### src/rtl/mul_share_arb.sv
// Round-robin arbiter/sequencer sharing one 16x16 multiplier between NREQ requesters.
// Optional build macro MUL_ARB_PRIO0_EN gives requester 0 absolute priority over the rest.
module mul_share_arb #(
  parameter int NREQ = 4
) (
  input  logic                    clk,
  input  logic                    rst,
  input  logic [NREQ-1:0]         req_valid,
  input  logic [16*NREQ-1:0]      req_a,
  input  logic [16*NREQ-1:0]      req_b,
  output logic [NREQ-1:0]         req_ready,
  output logic [NREQ-1:0]         rsp_valid,
  output logic [$clog2(NREQ)-1:0] rsp_id,
  output logic [31:0]             rsp_data,
  output logic                    busy,
  output logic                    mul_start,
  output logic [15:0]             mul_a,
  output logic [15:0]             mul_b,
  input  logic                    mul_finish,
  input  logic [31:0]             mul_y
);

  localparam int IDW = $clog2(NREQ);

  localparam logic [1:0] S_IDLE  = 2'd0;
  localparam logic [1:0] S_ISSUE = 2'd1;
  localparam logic [1:0] S_WAIT  = 2'd2;
  localparam logic [1:0] S_DONE  = 2'd3;

  logic [1:0]     state;
  logic [IDW-1:0] owner;
  logic [IDW-1:0] ptr;
  logic [15:0]    op_a;
  logic [15:0]    op_b;
  logic           first_wait;

  logic [IDW-1:0] win;
  logic [IDW-1:0] cand;
  logic           win_found;
  logic           grant;
  logic           drive_ops;

  // Winner search: first pending requester at or above ptr, wrapping modulo NREQ.
  // NOTE: every variable gets a default at the top of always_comb so no latch is inferred.
  always_comb begin
    win       = '0;
    cand      = '0;
    win_found = 1'b0;
    for (int k = 0; k < NREQ; k++) begin
      cand = ptr + IDW'(k);
`ifdef MUL_ARB_PRIO0_EN
      if (!win_found && cand != '0 && req_valid[cand]) begin
        win       = cand;
        win_found = 1'b1;
      end
`else
      if (!win_found && req_valid[cand]) begin
        win       = cand;
        win_found = 1'b1;
      end
`endif
    end
`ifdef MUL_ARB_PRIO0_EN
    if (req_valid[0]) begin
      win       = '0;
      win_found = 1'b1;
    end
`endif
  end

  // A grant needs an idle multiplier; this also keeps a post-reset IDLE from
  // starting a new operation while a discarded one is still running.
  assign grant = (state == S_IDLE) && mul_finish && win_found && !rst;

  always_comb begin
    req_ready = '0;
    rsp_valid = '0;
    if (grant) req_ready[win] = 1'b1;
    if (state == S_DONE) rsp_valid[owner] = 1'b1;
  end

  assign busy      = (state != S_IDLE);
  assign mul_start = (state == S_ISSUE);
  assign drive_ops = (state == S_ISSUE) || (state == S_WAIT);
  assign mul_a     = drive_ops ? op_a : 16'h0000;
  assign mul_b     = drive_ops ? op_b : 16'h0000;

  // NOTE: sequential state uses non-blocking assignments so every register samples pre-edge values.
  always_ff @(posedge clk) begin
    if (rst) begin
      state      <= S_IDLE;
      owner      <= '0;
      ptr        <= '0;
      op_a       <= '0;
      op_b       <= '0;
      first_wait <= 1'b0;
      rsp_data   <= '0;
      rsp_id     <= '0;
    end else begin
      case (state)
        S_IDLE: begin
          if (grant) begin
            op_a  <= req_a[16*win +: 16];
            op_b  <= req_b[16*win +: 16];
            owner <= win;
            state <= S_ISSUE;
          end
        end
        S_ISSUE: begin
          first_wait <= 1'b1;
          state      <= S_WAIT;
        end
        S_WAIT: begin
          // The multiplier may not have dropped its idle flag yet in the first WAIT cycle.
          first_wait <= 1'b0;
          if (!first_wait && mul_finish) begin
            rsp_data <= mul_y;
            rsp_id   <= owner;
            state    <= S_DONE;
          end
        end
        S_DONE: begin
`ifdef MUL_ARB_PRIO0_EN
          if (owner != '0) ptr <= owner + IDW'(1);
`else
          ptr <= owner + IDW'(1);
`endif
          state <= S_IDLE;
        end
      endcase
    end
  end

endmodule

### config.mk
export PLATFORM = sky130hd
export DESIGN_NAME = mul_share_arb
export DESIGN_NICKNAME = d
export VERILOG_FILES = /design/src/rtl/mul_share_arb.sv
export SDC_FILE = /design/constraint.sdc
export NUM_CORES = 1
export LEC_CHECK = 0
export CORE_ASPECT_RATIO = 0.7
export CORE_MARGIN = 3
export CORE_UTILIZATION = 36
export CTS_BUF_LIST = sky130_fd_sc_hd__clkbuf_4 sky130_fd_sc_hd__clkbuf_8
export CTS_CLUSTER_DIAMETER = 120
export DETAILED_ROUTE_END_ITERATION = 8
export PLACE_DENSITY = 0.78
export SETUP_SLACK_MARGIN = 0.15
export SLEW_MARGIN = 20
export SYNTH_ARGS = -nofsm -noshare
export SYNTH_HDL_FRONTEND = slang
export SYNTH_SLANG_ARGS = --single-unit
export TNS_END_PERCENT = 5
### constraint.sdc
create_clock -name clk -period 1.8 [get_ports clk]
set_input_delay 0.27 -clock clk [delete_from_list [all_inputs] [get_ports clk]]
set_output_delay 0.27 -clock clk [all_outputs]
set_load 0.05 [all_outputs]
# Word-level counts from Yosys, hierarchy flattened
# Index checks and enable logic that the tools add are counted.
# word_totals
regBits,73
input_bits,167
word_cells,76
# op_classes
addsub,4
magnitude_cmp,8
eq_ne,5
shift,2
muxes,28
n_reduce_logical,21
# ops
operator,n
$shiftx A64 B7 Y16,2
$mux W16,2
$lt A2 B3 Y1 const B,6
$mux W2,6
$mux W1,10
$logic_and A1 B1 Y1,9
$bmux W1 S2,4
$mux W4,2
$pmux W2 S4,1
$reduce_and A2 Y1,3
$logic_not A1 Y1,5
$add A2 B1 Y2 const B,2
$add A2 B2 Y2 const B,2
$demux W1 S2,2
$eq A2 B2 Y1 const B,2
$ge A2 B1 Y1 const B,2
$reduce_bool A2 Y1,2
$eq A2 B1 Y1 const B,1
$logic_not A2 Y1,1
$ne A2 B1 Y1 const B,1
$ne A2 B2 Y1 const B,1
$pmux W1 S2,1
$logic_or A1 B1 Y1,1

# Logic depth before layout (Yosys ltp)
# logic_depth
ltp_word,17
ltp_mapped,9
mapped_depth_nobuf,7

# Worst setup path after synthesis
# No wires, ideal clock.
# synth_timing
kind,reg-to-output
startpoint,register state[0]
endpoint,output port req_ready[0]
arrival_time_ns,2.083
required_time_ns,1.530
slack_ns,-0.553
path_stages_with_launch,8
path_buffers,2
path_cell_list,dfxtp_1 > inv_1 > ha_1 > nand2_1 > a211o_1 > buf_4 > buf_2 > nor2b_1
# synth_via
elab_chain_len,5
# synth_lines
item,line_no,rtl
start: declaration,30,logic [1:0] state;
start signal: assignment,91,state <= S_IDLE;
start signal: assignment,106,state <= S_ISSUE;
start signal: assignment,111,state <= S_WAIT;
$logic_not A2 Y1,73,assign grant = (state == S_IDLE) && mul_finish && win_found && !rst;
$logic_and A1 B1 Y1 (3 in series),73,
$mux W4,78,if (grant) req_ready[win] = 1'b1;
end: declaration,11,"output logic [NREQ-1:0] req_ready,"
# Every way passes these cells.

# Worst setup path in the final report
# layout_timing
startpoint,register state[0]
endpoint,output port req_ready[2]
# Same word-level chain as after synthesis.

==> impl_metrics.py <==
metrics = {
    "status": {
        "status": "complete, but fails checks",
        "violations": "setup timing",
    },
    "pwr": {
        "ir_drop_v": 0.000554,
        "p_leak_uw": 0.00343,
        "power.density_nw_per_um2": 1040,
    },
    "yosys": {
        "syn-instance-count": 518,
        "synthArstFlopShare": 0,
        "ys_top_cells_by_area": "dfxtp_1, mux2i_1, nand2_1",
        "synth_edf_count": 0,
        "syn_area_um2": 4370,
        "ys.flop_type": "dfxtp_1",
        "yosysWarnings": 0,
        "synthDistinctLibCells": 40,
        "synth.top_cell.area_share": 0.334,
        "synth.avg_cell_area_um2": 8.44,
        "syn-num-nets": 694,
        "yosys.area.top_type": "dfxtp_1",
        "synthTopCellsByCount": "nand2_1, dfxtp_1, a21oi_1",
        "yosysMostFrequentCell": "nand2_1",
        "synth-seq-cells": 73,
        "ys_seq_area_frac": 0.334,
    },
    "drt": {
        "wirelength_um": 16900,
        "vias": 4945,
        "ant_nets": 0,
        "vias_per_cell": 5.12,
        "drtPass1Iterations": 4,
        "wl_per_cell_um": 17.6,
        "drtIter0Drc": 208,
        "post-route-drc-count": 0,
    },
    "grt": {
        "use_met1": 0.270,
        "grt_pass1_vias": 5257,
        "gr-total-overflow": 0,
        "grtUsageMet2": 0.440,
        "grt_max_degree": 45,
        "track_usage": 0.241,
        "grt_pass1_wl_um": 25800,
        "busiest_layer": "met2",
        "global_route.usage.met3": 0.0716,
        "antenna_found_initial": 1,
    },
    "critical_path": {
        "critical_path.max_fanout": 4,
        "required_ns": 1.53,
        "cp-start-kind": "register",
        "path_class": "register to output pin",
        "critPathArrivalTime_ns": 1.72,
        "end_kind": "output pin",
        "ff2ff_setup_slack_ns": -0.01,
    },
    "sta": {
        "setup_ws_ns": -0.190,
        "setup_violations": 5,
        "worst_pin_slew_ns": 0.577,
        "max_slew_margin": 0.615,
        "drv_slew": 0,
        "skew_ns": 0.00557,
        "holdWs_ns": 0.444,
        "rsz0062_at_grt": "yes",
        "max_freq_ghz": 0.502,
        "hold_viol_final": 0,
        "finalCritPeriodShare": 1.11,
        "min_period_ns": 1.99,
    },
    "clock_network": {
        "cts_sinks": 73,
        "clkLatencyLatePin_ns": 0.35,
        "ctsHoldBuffers": 0,
        "root_buffer": "clkbuf_8",
        "cts_buffers": 9,
        "cts-htree-levels": 3,
        "cts_tree": "done",
        "clkSlewWorstSetupHoldPaths_ns": 0.07,
        "clockBufferDepth": 2,
    },
    "floorplanning": {
        "die_area_um2": 13500,
        "die_h_um": 98.2,
        "fp.coreArea_um2": 11800,
        "die_w_um": 138,
        "ios": 243,
        "start_util": 0.372,
        "rows": 33,
    },
    "placed_design": {
        "io_buffers": 242,
        "place_ws_ns": -0.438,
        "dp_cells": 926,
        "place_area_um2": 7740,
        "dp_hpwl_um": 12000,
        "globalplace.congestion": 0.893,
    },
    "layout": {
        "fin_area_um2": 8570,
        "area_growth_syn_to_layout_pct": 95.8,
        "stdcell_count": 965,
        "final_core_util": 0.728,
        "final_layout_size_suffix_gt1_frac": 0.325,
        "final_nets": 978,
    },
    "worst_hold_path": {
        "min_path_type": "input pin to register",
    },
    "flow_run": {
        "maxCapViolCount": 0,
    },
}
worst max-delay path, cell delays in order (launching register included):
cell	delay (ns)
dfxtp_4	0.35
inv_4	0.06
ha_4	0.14
nand2_4	0.05
a211o_4	0.30
nand2b_4	0.18
nor2b_4	0.13
buf_12	0.14
through the flow:
stage,TNS (ns),total power [µW]
after CTS,-0.634,8830
final,-0.538,8940
after floorplan,0,4740
after global routing,-1.64,9360
after detailed placement,-14.68,7060
after global placement,-12.20,6920
cell families (layout without fill, tap and decap cells):
logic type      Yosys count  count (layout)  share of synthesized area
simple gates            161             161                      0.178
buf+inv                  78             367                     0.0792
mux                      34              34                     0.0778
other cells               0               1                          0
flops                    73              73                      0.334
compound gates          163             163                      0.305
fa+ha+maj                 9               9                     0.0257
final cells by class:
| class | count | area [µm²] |
|---|---|---|
| tap | 157 | 196 |
| clock inverter | 5 | 32.5 |
| antenna | 1 | 2.50 |
| inverter | 41 | 156 |
| multi-input combinational | 367 | 3060 |
| fill | 852 | 3200 |
| sequential | 73 | 1480 |
| timing repair buffer | 310 | 3500 |
| clock buffer | 11 | 139 |
registers in the layout, indices dropped and copies added, names as in the netlist:
| name | count |
|---|---|
| first_wait | 1 |
| op_a | 16 |
| op_b | 16 |
| owner | 2 |
| ptr | 2 |
| rsp_data | 32 |
| rsp_id | 2 |
| state | 2 |
cells in the final DEF (no fill, tap or decap), types with 8 or more instances in the layout:
| cell type | count |
|---|---|
| clkdlybuf4s50_1 | 161 |
| dlygate4sd2_1 | 37 |
| a221oi_4 | 8 |
| buf_12 | 53 |
| or2_1 | 22 |
| dfxtp_1 | 67 |
| o22ai_2 | 18 |
| a21oi_2 | 12 |
| a221oi_2 | 12 |
| and2_4 | 36 |
| o21ai_1 | 20 |
| buf_4 | 48 |
| mux2i_1 | 26 |
| a21oi_1 | 34 |
| inv_1 | 38 |
| nand2_1 | 78 |
| o21bai_1 | 22 |
| clkbuf_8 | 9 |
where the power goes:
group	internal, µW	switching [µW]
sequential	1950	189
clock	529	610
combinational	2790	2870
total	5270	3670
layer usage:
metal  part of all wire  vias to the layer above  wire length [µm]
met5                  0                        -                 0
met4              0.013                        0               223
met3              0.076                       23              1280
met2               0.51                      184              8650
met1               0.40                     2365              6780
li1                   -                     2373                 -
final timing paths:
kind                                   from                   endpoint  depth (start not counted)
setup / recovery      state[0]$_SDFFE_PP0P_               req_ready[2]                          7
hold / removal                          rst      owner[1]$_SDFFE_PP0P_                          4
setup reg to reg        ptr[0]$_SDFFE_PP0P_      op_a[10]$_SDFFE_PP0P_                          7
hold reg to reg   rsp_data[20]$_SDFFE_PP0P_  rsp_data[20]$_SDFFE_PP0P_                          2
repair_timing:
item / CTS / global route
pin swaps: 39 / 14
cloned: 1 / 0
resized for setup: 122 / 30
endpoints found under the setup margin: 142 / 92
setup buffers: 20 / 1
endpoints found under the hold margin: 0 / 0
Note: power is estimated with default switching activity, not from simulation.
